[config.mk]
export PLATFORM = sky130hd
export DESIGN_NAME = imem_loader
export DESIGN_NICKNAME = d
export VERILOG_FILES = /design/src/rtl/gpu_pkg.sv /design/src/rtl/byte_packer.sv /design/src/rtl/imem_loader.sv
export SDC_FILE = /design/constraint.sdc
export NUM_CORES = 1
export LEC_CHECK = 0
export BUFFER_PORTS_ARGS = -buffer_cell sky130_fd_sc_hd__buf_2
export CORE_UTILIZATION = 28
export CTS_BUF_LIST = sky130_fd_sc_hd__clkbuf_16
export DETAILED_ROUTE_END_ITERATION = 16
export PLACE_DENSITY = 0.58
export SYNTH_ARGS = -nofsm -noshare
export SYNTH_HDL_FRONTEND = slang
export SYNTH_SLANG_ARGS = --single-unit
[constraint.sdc]
create_clock -name clk -period 2.4 [get_ports clk]
set_input_delay 0.72 -clock clk [delete_from_list [all_inputs] [get_ports clk]]
set_output_delay 0.72 -clock clk [all_outputs]
set_load 0.05 [all_outputs]
[src/rtl/gpu_pkg.sv]
// Shared constants and loader state encoding for the instruction-memory writer.
// Latency: n/a (package).  Backpressure: n/a (package).
package gpu_pkg;

    localparam int IMEM_DEPTH  = 256;
    localparam int IMEM_ADDR_W = 8;
    localparam int INSTR_W     = 32;

    typedef enum logic [1:0] {
        IDLE = 2'd0,
        LOAD = 2'd1,
        CSUM = 2'd2,
        DONE = 2'd3
    } ld_state_t;

    // Drop one byte into its little-endian lane of a partially assembled word.
    function automatic logic [INSTR_W-1:0] pack_byte(
        input logic [INSTR_W-1:0] word,
        input logic [1:0]         lane,
        input logic [7:0]         b
    );
        logic [INSTR_W-1:0] r;
        r = word;
        r[{lane, 3'b000} +: 8] = b;
        return r;
    endfunction

endpackage

[src/rtl/byte_packer.sv]
// Packs accepted bytes little-endian into 32-bit words and flags each completed word.
// Latency: word_valid pulses the cycle after byte 3 is accepted, with word_dat holding the word.
// Backpressure: none; the caller gates byte_vld with its own ready.
module byte_packer
    import gpu_pkg::*;
(
    input  logic               clk,
    input  logic               rst,
    input  logic               clear,
    input  logic               byte_vld,
    input  logic [7:0]         byte_dat,
    output logic               last_byte,
    output logic               word_valid,
    output logic [INSTR_W-1:0] word_dat
);

    logic [1:0]         byte_cnt;
    logic [INSTR_W-1:0] asm_q;

    assign last_byte = byte_vld && (byte_cnt == 2'd3);
    assign word_dat  = asm_q;

    always_ff @(posedge clk or posedge rst) begin
        if (rst) begin
            byte_cnt   <= 2'd0;
            asm_q      <= '0;
            word_valid <= 1'b0;
        end else if (clear) begin
            byte_cnt   <= 2'd0;
            asm_q      <= '0;
            word_valid <= 1'b0;
        end else begin
            word_valid <= last_byte;
            if (byte_vld) begin
                byte_cnt <= byte_cnt + 2'd1;
                asm_q    <= pack_byte(asm_q, byte_cnt, byte_dat);
            end
        end
    end

endmodule

[src/rtl/imem_loader.sv]
// Loads a host byte stream into imem as 32-bit words and holds core_rst until done (IMEM_LOADER_CSUM_EN adds a checksum trailer).
// Latency: each word is written the cycle after its 4th byte; core_rst falls the cycle after DONE is entered.
// Backpressure: s_ready is high only in LOAD/CSUM; bytes offered at other times are not consumed.
module imem_loader
#(
    parameter int DEPTH   = 256,
    parameter int ADDR_W  = 8,
    parameter int INSTR_W = 32
)(
    input  logic               clk,
    input  logic               rst,
    input  logic               start,
    input  logic [ADDR_W:0]    word_count,
    input  logic               s_valid,
    input  logic [7:0]         s_data,
    output logic               s_ready,
    output logic               imem_we,
    output logic [ADDR_W-1:0]  imem_addr,
    output logic [INSTR_W-1:0] imem_wdata,
    output logic               busy,
    output logic               done,
    output logic               core_rst,
    output logic               err
);
    import gpu_pkg::*;

    if (DEPTH != (1 << ADDR_W)) begin : g_bad_depth
        $error("imem_loader: DEPTH must equal 2**ADDR_W");
    end
    if (INSTR_W != 32) begin : g_bad_width
        $error("imem_loader: INSTR_W must be 32");
    end

    ld_state_t         state_q, state_d;
    logic [ADDR_W:0]   wc_q;
    logic [ADDR_W:0]   word_idx_q;
    logic [ADDR_W-1:0] wr_addr_q;
    logic              core_rst_d;
    logic              start_acc;
    logic              byte_vld;
    logic              pk_last;
    logic              pk_word_vld;
    logic [INSTR_W-1:0] pk_word;
    logic              final_word;

    assign s_ready    = (state_q == LOAD) || (state_q == CSUM);
    assign busy       = s_ready;
    assign done       = (state_q == DONE);
    assign byte_vld   = s_valid && s_ready;
    assign imem_addr  = wr_addr_q;
    assign imem_wdata = pk_word;
    // Index is one bit wider than the address so a count of DEPTH terminates.
    assign final_word = (word_idx_q + (ADDR_W+1)'(1)) == wc_q;

    byte_packer u_packer (
        .clk        (clk),
        .rst        (rst),
        .clear      (start_acc),
        .byte_vld   (byte_vld),
        .byte_dat   (s_data),
        .last_byte  (pk_last),
        .word_valid (pk_word_vld),
        .word_dat   (pk_word)
    );

`ifdef IMEM_LOADER_CSUM_EN
    logic               err_q, err_d;
    logic               wr_instr_q;
    logic [INSTR_W-1:0] xor_q;

    assign err     = err_q;
    assign imem_we = pk_word_vld && wr_instr_q;
`else
    assign err     = 1'b0;
    assign imem_we = pk_word_vld;
`endif

    always_comb begin
        state_d   = state_q;
        start_acc = 1'b0;
        case (state_q)
            IDLE, DONE: begin
                if (start) begin
                    start_acc = 1'b1;
                    state_d   = (word_count != '0) ? LOAD : DONE;
                end
            end
            LOAD: begin
                if (pk_last && final_word) begin
`ifdef IMEM_LOADER_CSUM_EN
                    state_d = CSUM;
`else
                    state_d = DONE;
`endif
                end
            end
            CSUM: begin
                if (pk_last) state_d = DONE;
            end
            default: state_d = IDLE;
        endcase

`ifdef IMEM_LOADER_CSUM_EN
        err_d = err_q;
        if (start_acc) begin
            err_d = 1'b0;
        end else if (pk_word_vld && !wr_instr_q) begin
            err_d = (pk_word != xor_q);
        end
        core_rst_d = !((state_q == DONE) && (state_d == DONE) && !err_d);
`else
        core_rst_d = !((state_q == DONE) && (state_d == DONE));
`endif
    end

    always_ff @(posedge clk or posedge rst) begin
        if (rst) begin
            state_q    <= IDLE;
            core_rst   <= 1'b1;
            wc_q       <= '0;
            word_idx_q <= '0;
            wr_addr_q  <= '0;
        end else begin
            state_q  <= state_d;
            core_rst <= core_rst_d;
            if (start_acc) begin
                wc_q       <= word_count;
                word_idx_q <= '0;
                wr_addr_q  <= '0;
            end else if (pk_last && (state_q == LOAD)) begin
                word_idx_q <= word_idx_q + (ADDR_W+1)'(1);
                wr_addr_q  <= word_idx_q[ADDR_W-1:0];
            end
        end
    end

`ifdef IMEM_LOADER_CSUM_EN
    // The checksum word goes through the packer like any other but is never written.
    always_ff @(posedge clk or posedge rst) begin
        if (rst) begin
            err_q      <= 1'b0;
            wr_instr_q <= 1'b0;
            xor_q      <= '0;
        end else begin
            err_q <= err_d;
            if (pk_last) wr_instr_q <= (state_q == LOAD);
            if (start_acc) begin
                xor_q <= '0;
            end else if (pk_word_vld && wr_instr_q) begin
                xor_q <= xor_q ^ pk_word;
            end
        end
    end
`endif

endmodule

# After elaboration in Yosys (flattened, before gate mapping)
# Index checks and enable logic that the tools add are counted.
# W data, S select, Z words.
# op_classes
addsub	3
eq_ne	6
shift	2
muxes	17
reduce_logical	12
# ops
op	count
$mux W32	2
$bwmux W32	1
$shift A8 B7 Y32 const A	1
$shiftx A8 B7 Y32	1
$mux W9	2
$mux W8	2
$mux W2	6
$add A9 B1 Y9 const B	1
$eq A9 B9 Y1	1
$reduce_bool A9 Y1	1
$eq A2 B2 Y1 const B	4
$neg A5 Y7	1
$pmux W2 S3	1
$logic_and A1 B1 Y1	5
$reduce_bool A2 Y1	2
$mux W1	3
$add A2 B1 Y2 const B	1
$eq A2 B1 Y1 const B	1
$logic_not A2 Y1	1
$reduce_or A2 Y1	1
$logic_not A1 Y1	1
$logic_or A1 B1 Y1	1
# totals
register_bits	64
input_bits	21
out_inout_bits	46
elab_cells	48

# Longest topological paths before layout
# Gate-level depths: netlist of the first run.
# depth
word_depth	10
depth_mapped	10
depth_no_buf	7

# By module
# From an unflattened synthesis of the first run, not the netlist that was laid out.
# hier_totals
cells_unflattened	295
hier_area_um2	3246.9
# modules_own_cells
mod	instances	cells_each	area_per_inst_um2	seq_area_each_um2
byte_packer	1	126	1624.1	875.8
imem_loader	1	169	1622.8	726.9

# Worst setup path before layout of the first run
# No wires, ideal clock.
# synth_path
path_kind	register -> output
from	reg state_q[0]
to	out s_ready
arrival_time_ns	1.491
required_ns	1.680
slack_ns	0.189
stages_incl_launch_ff	6
n_path_buf	2
cell_sequence	dfrtp_1 inv_1 ha_1 buf_2 inv_1 buf_4
# synth_via
elab_chain_cells	2
word_cells_on_any_way	3
cone_classes	eq/ne (2); reduce/logical (1)
# synth_rtl
element	line	source
from (decl)	imem_loader.sv:34	ld_state_t state_q, state_d;
from (signal assigned)	imem_loader.sv:124	state_q <= state_d;
$eq A2 B1 Y1 / $eq A2 B2 Y1 (equally long branches)	imem_loader.sv:46	assign s_ready = (state_q == LOAD) || (state_q == CSUM);
$logic_or A1 B1 Y1 (*)	imem_loader.sv:46	
to (decl)	imem_loader.sv:16	output logic s_ready,
# Mark *: on every way between the ends. The rest lies on a longest branch, timed or not.

# Worst setup path in the final report of the first run
# layout_path
from	reg state_q[0]
to	out busy
# layout_via
elab_chain_cells	2
word_cells_on_any_way	3
cone_classes	eq/ne (2); reduce/logical (1)
# layout_rtl
element	line	source
$eq A2 B1 Y1 / $eq A2 B2 Y1 (equally long branches)	imem_loader.sv:46	
$logic_or A1 B1 Y1 (*)	imem_loader.sv:46	
to (decl)	imem_loader.sv:20	output logic busy,
# Marks and branches as above.

==> metrics, run 1 <==
status=finished, final reports clean; Crit Path Max Fanout=11; GP Congestion=~0.79; fraction of registers with async set/reset=1.00; proportion of layout cells with a drive suffix above 1=0.280; die footprint=11100 um2; area of the multi-input gates=1280 um2; largest net degree at the start of global routing=34; Fillers=a little over 1000; Reg clk slew, reported paths=0.06 ns; Sw Share=0.398; DRT Pass-1 Iters=4; grt met1 use=0.179; clock root cell=clkbuf_16; drt via density=about 4.8; commonest cells after routing, fill and taps aside=dfrtp_1, buf_2, nand2_1, a22o_1, o21ai_0; Synth Area in Adders=0.0376; Crit path top cell by count=inv_1; global-route wire length before repair=roughly 12 mm; Pint=~2800 uW; post-synth cell types=46; CTS Sinks=64; Initial Util=0.290; Most used DFF post-synth=dfrtp_1; share of the synthesized area in the top cell type=0.527; critical-path cell list=inv_1 > ha_2 > inv_1 > clkbuf_4; total wire length=slightly above 7 mm; Final ANT Viol Nets=0; Fin. Hold Viols=0; CTS tree=yes; MaxCap Viol Count=0; Chip Height=around 110 um; H-tree depth=3; xor and xnor area share after synthesis=0.0410; WP data required=between 1.5 and 2 ns; RSZ-0062 raised after global routing=no; yosys warns=0; non-filler cells, final=between 400 and 500; Fmax=about 440 MHz; HP Class=in2async; # IOs=67; fin. max-slew vios=0; Clock Tree Buf Depth=2; I/O Buffers=65; WP buf/inv=3; gr usage total=0.139; Arr. time, crit path=around 1.5 ns; period utilization=0.941; combinational family with the most area after synthesis=compound AO/OA/AOI/OAI gates; clock share of power=0.311; setup TNS=0 ns; R2R Path Start=state_q[0]; # setup viols final=0; placed insts=between 400 and 500; share of the yosys chip area belonging to registers=0.536; Mapped Area=around 3000 um2; Hold Buf Count CTS=0; num rows=37; M3 GR Usage=0.0445; Mapped Avg Cell Area=10.4 um2; vias in the first global route=approximately 2300; maximum vdd drop=0.568 mV; Synth area leaders=dfrtp_1, a22o_1, nand2_1; DRC Markers=0; initial antenna violation count=0; vias after detailed routing=between 2000 and 2500; Register Area=1600 um2; Gate power share=0.373; Leak=about 0.0019 uW; area leader, netlist=dfrtp_1; multiplexer share of the synthesized area=0.00669; Worst path max stage delay=around 0.42 ns; DR iter-0 viols=between 90 and 100; WL/cell=approximately 14 um; simple logic cell fraction of the synthesized area=0.159; Nets=slightly below 400; net count after synthesis=around 320; Critical-path top delay cell=ha_2; grt total ovfl=0; fin crit period=about 2.3 ns; total CTS buffers=9; Startpoint Class=flop; Area Growth Syn to Fin=27.8%; met2 Resource Use GR=0.224; CP delay by family, top=adder cells; number of enable flip-flop cells after synthesis=0; crit path kind=reg2out; Antenna diodes=0; skew final=slightly above 0.008 ns; Relative slew margins=0.477; P_sw=approximately 1800 uW; Seq cells post-synth=64; critical path launch point=state_q[0]; Compound-Gate Fraction of Synth Area=0.181; pwr dens=1190 nW/um2; clock latency on the worst-skew pair=0.33 ns; layer with the highest usage=met2; Reg power frac=0.316; Mapped Cells=roughly 290; Core Area=between 10000 and 15000 um2; Post-DP HPWL=between 5 and 6 mm; die extent in x=roughly 110 um; Worst-Margin Slew=approximately 0.78 ns; Critical Path End Type=primary output; Layout Utilization=0.370
==> registers in the layout, summed over array words and instances (netlist names) <==
signal	count
core_rst	1
state_q	2
u_packer.word_valid	1
imem_addr	8
u_packer.byte_cnt	2
word_idx_q	9
u_packer.word_dat	32
wc_q	9
==> routing by layer <==
metal  vias up  part of all wire
met3        10             0.047
met4         0             0.017
li1       1156                 -
met2        68              0.46
met5         -                 0
met1      1148              0.48
==> cells in the mapped netlist (3+ instances only) <==
library cell / number
dfrtp_1: 63
nand2_1: 55
a22o_1: 32
o21ai_0: 19
xnor2_1: 11
nor2_1: 10
ha_1: 9
a21oi_1: 8
clkbuf_1: 8
buf_2: 7
nand3_1: 7
inv_1: 6
o31ai_1: 5
buf_4: 3
nor3_1: 3
xor2_1: 3
==> worst register-to-register path, stage by stage (launching register included) <==
cell	delay, ns
dfrtp_1	0.41
inv_1	0.06
ha_2	0.42
nor2b_1	0.07
buf_4	0.16
a21oi_1	0.64
a22o_1	0.26
==> area by class of cell <==
| type | count | share of cell area |
|---|---|---|
| clock buffer | 9 | 0.0589 |
| clock inverter | 7 | 0.0262 |
| inverter | 6 | 0.00589 |
| multi-input combinational | 199 | 0.334 |
| sequential | 64 | 0.419 |
| tap | 136 | 0.0445 |
| timing repair buffer | 76 | 0.111 |
==> cell families after synthesis <==
group,after synthesis
compound gates,75
xor+xnor,14
fa+ha+maj,9
buf+inv,25
flops,64
mux,2
other cells,1
simple gates,98
==> power by group through the flow <==
stage	Combinational (uW)	Clock, uW	Sequential, uW
3_5_place_dp	1690	0	1460
4_1_cts	1700	1460	1440
3_3_place_gp	1670	0	1460
6_report	1700	1420	1440
2_1_floorplan	992	0	1690
5_1_grt	1870	1510	1470
==> final timing paths <==
check	endpoint	slack [ns]	depth (start not counted)
min in group clk	u_packer.word_dat[2]	0.50	1
max in group asynchronous	core_rst	1.36	3
hold / removal	u_packer.word_dat[14]	0.42	2
hold reg to reg	u_packer.word_dat[2]	0.50	1
setup reg to reg	u_packer.word_dat[17]	0.31	6
setup / recovery	busy	0.14	4
==> repair_timing <==
item	4_1_cts	5_1_grt
setup endpoints to repair	0	2
gates resized for setup	0	3
setup buffers	0	0
==> per-stage QoR <==
stage	cell area [um2]	hold slack, ns	setup WS [ns]	power, uW
6_report	3820	0.422	0.142	4570
5_1_grt	3820	0.446	0.0375	4850
4_1_cts	3820	0.427	0.0164	4600
3_5_place_dp	3490	0.486	0.276	3150
3_3_place_gp	3490	0.483	0.317	3120
2_1_floorplan	2990	0.465	0.0836	2690
No activity file was read; power rests on OpenSTA's default activity.
==> run 2: changes to the inputs <==
--- a/config.mk
+++ b/config.mk
@@ -6,10 +6,10 @@
 export NUM_CORES = 1
 export LEC_CHECK = 0
 export BUFFER_PORTS_ARGS = -buffer_cell sky130_fd_sc_hd__buf_2
-export CORE_UTILIZATION = 28
+export CORE_UTILIZATION = 58
 export CTS_BUF_LIST = sky130_fd_sc_hd__clkbuf_16
 export DETAILED_ROUTE_END_ITERATION = 16
-export PLACE_DENSITY = 0.58
+export PLACE_DENSITY = 0.95
 export SYNTH_ARGS = -nofsm -noshare
 export SYNTH_HDL_FRONTEND = slang
 export SYNTH_SLANG_ARGS = --single-unit
==> constraint.sdc (replaced) <==
create_clock -name clk -period 2.9 [get_ports clk]
set_input_delay 0.87 -clock clk [delete_from_list [all_inputs] [get_ports clk]]
set_output_delay 0.87 -clock clk [all_outputs]
set_load 0.05 [all_outputs]
==> run 2 against run 1 <==
Compared with the run above:
- clock-buffer cell count unchanged
- worst setup slack improved by 0.26 ns
- hold slack improved by 0.076 ns
- largest cell class unchanged
- final cell count decreased by 15%
- via count increased by 4.5%
- critical path depth unchanged
==> metrics, run 2 (synthesized netlist as in run 1, its figures left out) <==
total wire length=6.99 mm; Fillers=313; Critical-path top delay cell=dfrtp_1; Crit path top cell by count=inv_1; # IOs=67; Nets=between 300 and 400; DRC Markers=0; drt via density=~5.9; Layout Utilization=0.757; post-cts sizing count=0; fin. max-slew vios=0; WP data required=~2.0 ns; vias after detailed routing=about 2500; HP Class=reg2reg; Place WS=0.384 ns; Initial Util=0.617; total CTS buffers=9; DRT Pass-1 Iters=4; Final ANT Viol Nets=0; initial antenna violation count=0; Clock Tree Buf Depth=2; area of the multi-input gates=1270 um2; global-route wire length before repair=~12 mm; vias in the first global route=approximately 2400; MaxCap Viol Count=0; CTS tree=yes; Final Power=approximately 3700 uW; RSZ-0062 raised after global routing=no; proportion of layout cells with a drive suffix above 1=0.263; Relative slew margins=0.495; Core Area=between 4000 and 5000 um2; skew final=just under 0.006 ns; Area Growth Syn to Fin=22.6%; H-tree depth=3; num rows=25; WL/cell=around 17 um; clock latency on the worst-skew pair=between 0.3 and 0.4 ns; Antenna diodes=0; commonest cells after routing, fill and taps aside=buf_2, dfrtp_1, nand2_1, a22o_1, o21ai_0; GP Congestion=between 0.7 and 0.8; Hold Buf Count CTS=0; gr usage total=0.286; DR iter-0 viols=approximately 150; die extent in x=between 70 and 80 um; Setup Fix Bufs, Post-CTS=0; largest net degree at the start of global routing=34; Fmax=about 400 MHz; final worst slack=slightly above 0.4 ns; CTS Sinks=between 60 and 70; commonest non-fill, non-tap cell in the layout=buf_2; # setup viols final=0; clock root cell=clkbuf_16; period utilization=0.860; pwr dens=1000 nW/um2; status=finished, final reports clean; Critical Path End Type=primary output; maximum vdd drop=roughly 0.56 mV; max FFs per register=32; I/O Buffers=65; Leak=between 0.0015 and 0.002 uW; setup TNS=0 ns; Reg clk slew, reported paths=roughly 0.06 ns; Worst-Margin Slew=0.758 ns; Register Area=1600 um2; critical-path cell list=inv_1 > ha_1 > inv_1 > buf_2; crit path kind=reg2out; fin crit period=around 2.5 ns; Post-DP HPWL=between 4 and 5 mm; Crit Path Max Fanout=11; Fin. Hold Viols=0; Startpoint Class=flop; Worst path max stage delay=approximately 0.42 ns; grt total ovfl=0; Chip Height=between 70 and 80 um; die footprint=about 5500 um2; Placed Area=between 3000 and 4000 um2; post-route cell area=about 3700 um2; Arr. time, crit path=1.62 ns
[run 2: path summary, 6_finish.rpt]
path,cells after the start,end,slack [ns],start
setup / recovery,4,busy,0.41,state_q[0]
hold / removal,2,wc_q[3],0.50,wc_q[3]
setup reg to reg,5,word_idx_q[7],0.45,state_q[0]
hold reg to reg,2,wc_q[3],0.50,wc_q[3]
max in group asynchronous,3,u_packer.word_dat[10],1.57,rst
min in group asynchronous,2,word_idx_q[2],0.64,rst
[run 2: cell type report]
class | count | share of cell area
Sequential cell | 64 | 0.437
Multi-Input combinational cell | 199 | 0.348
Timing Repair Buffer | 69 | 0.0969
Clock buffer | 9 | 0.0614
Clock inverter | 7 | 0.0283
Tap cell | 67 | 0.0229
Inverter | 6 | 0.00614
[run 2: per-layer routing]
metal,part of all wire,vias to the layer above,global-route usage
li1,-,1140,-
met1,0.40,1202,0.344
met2,0.50,126,0.473
met3,0.071,22,0.0864
met4,0.025,0,0.126
met5,0,-,0
[run 2: metrics by stage]
stage / instances / hold WS (ns)
after floorplan: 288 / 0.465
after global placement: 405 / 0.483
after detailed placement: 405 / 0.485
after CTS: 421 / 0.501
after global routing: 421 / 0.518
final: 421 / 0.498
[run 2: critical path, delay by kind of cell, from the launching register on]
kind | cells | cell delay (ns)
adder cells (fa/ha/maj) | 1 | 0.42
buffers and inverters | 3 | 0.46
flip-flops | 1 | 0.42
[run 2: report_power, final]
part / internal, uW / total [uW] / switching (uW)
combinational: 394 / 1310 / 919
clock: 762 / 1180 / 413
sequential: 1050 / 1190 / 140
total: 2210 / 3680 / 1470
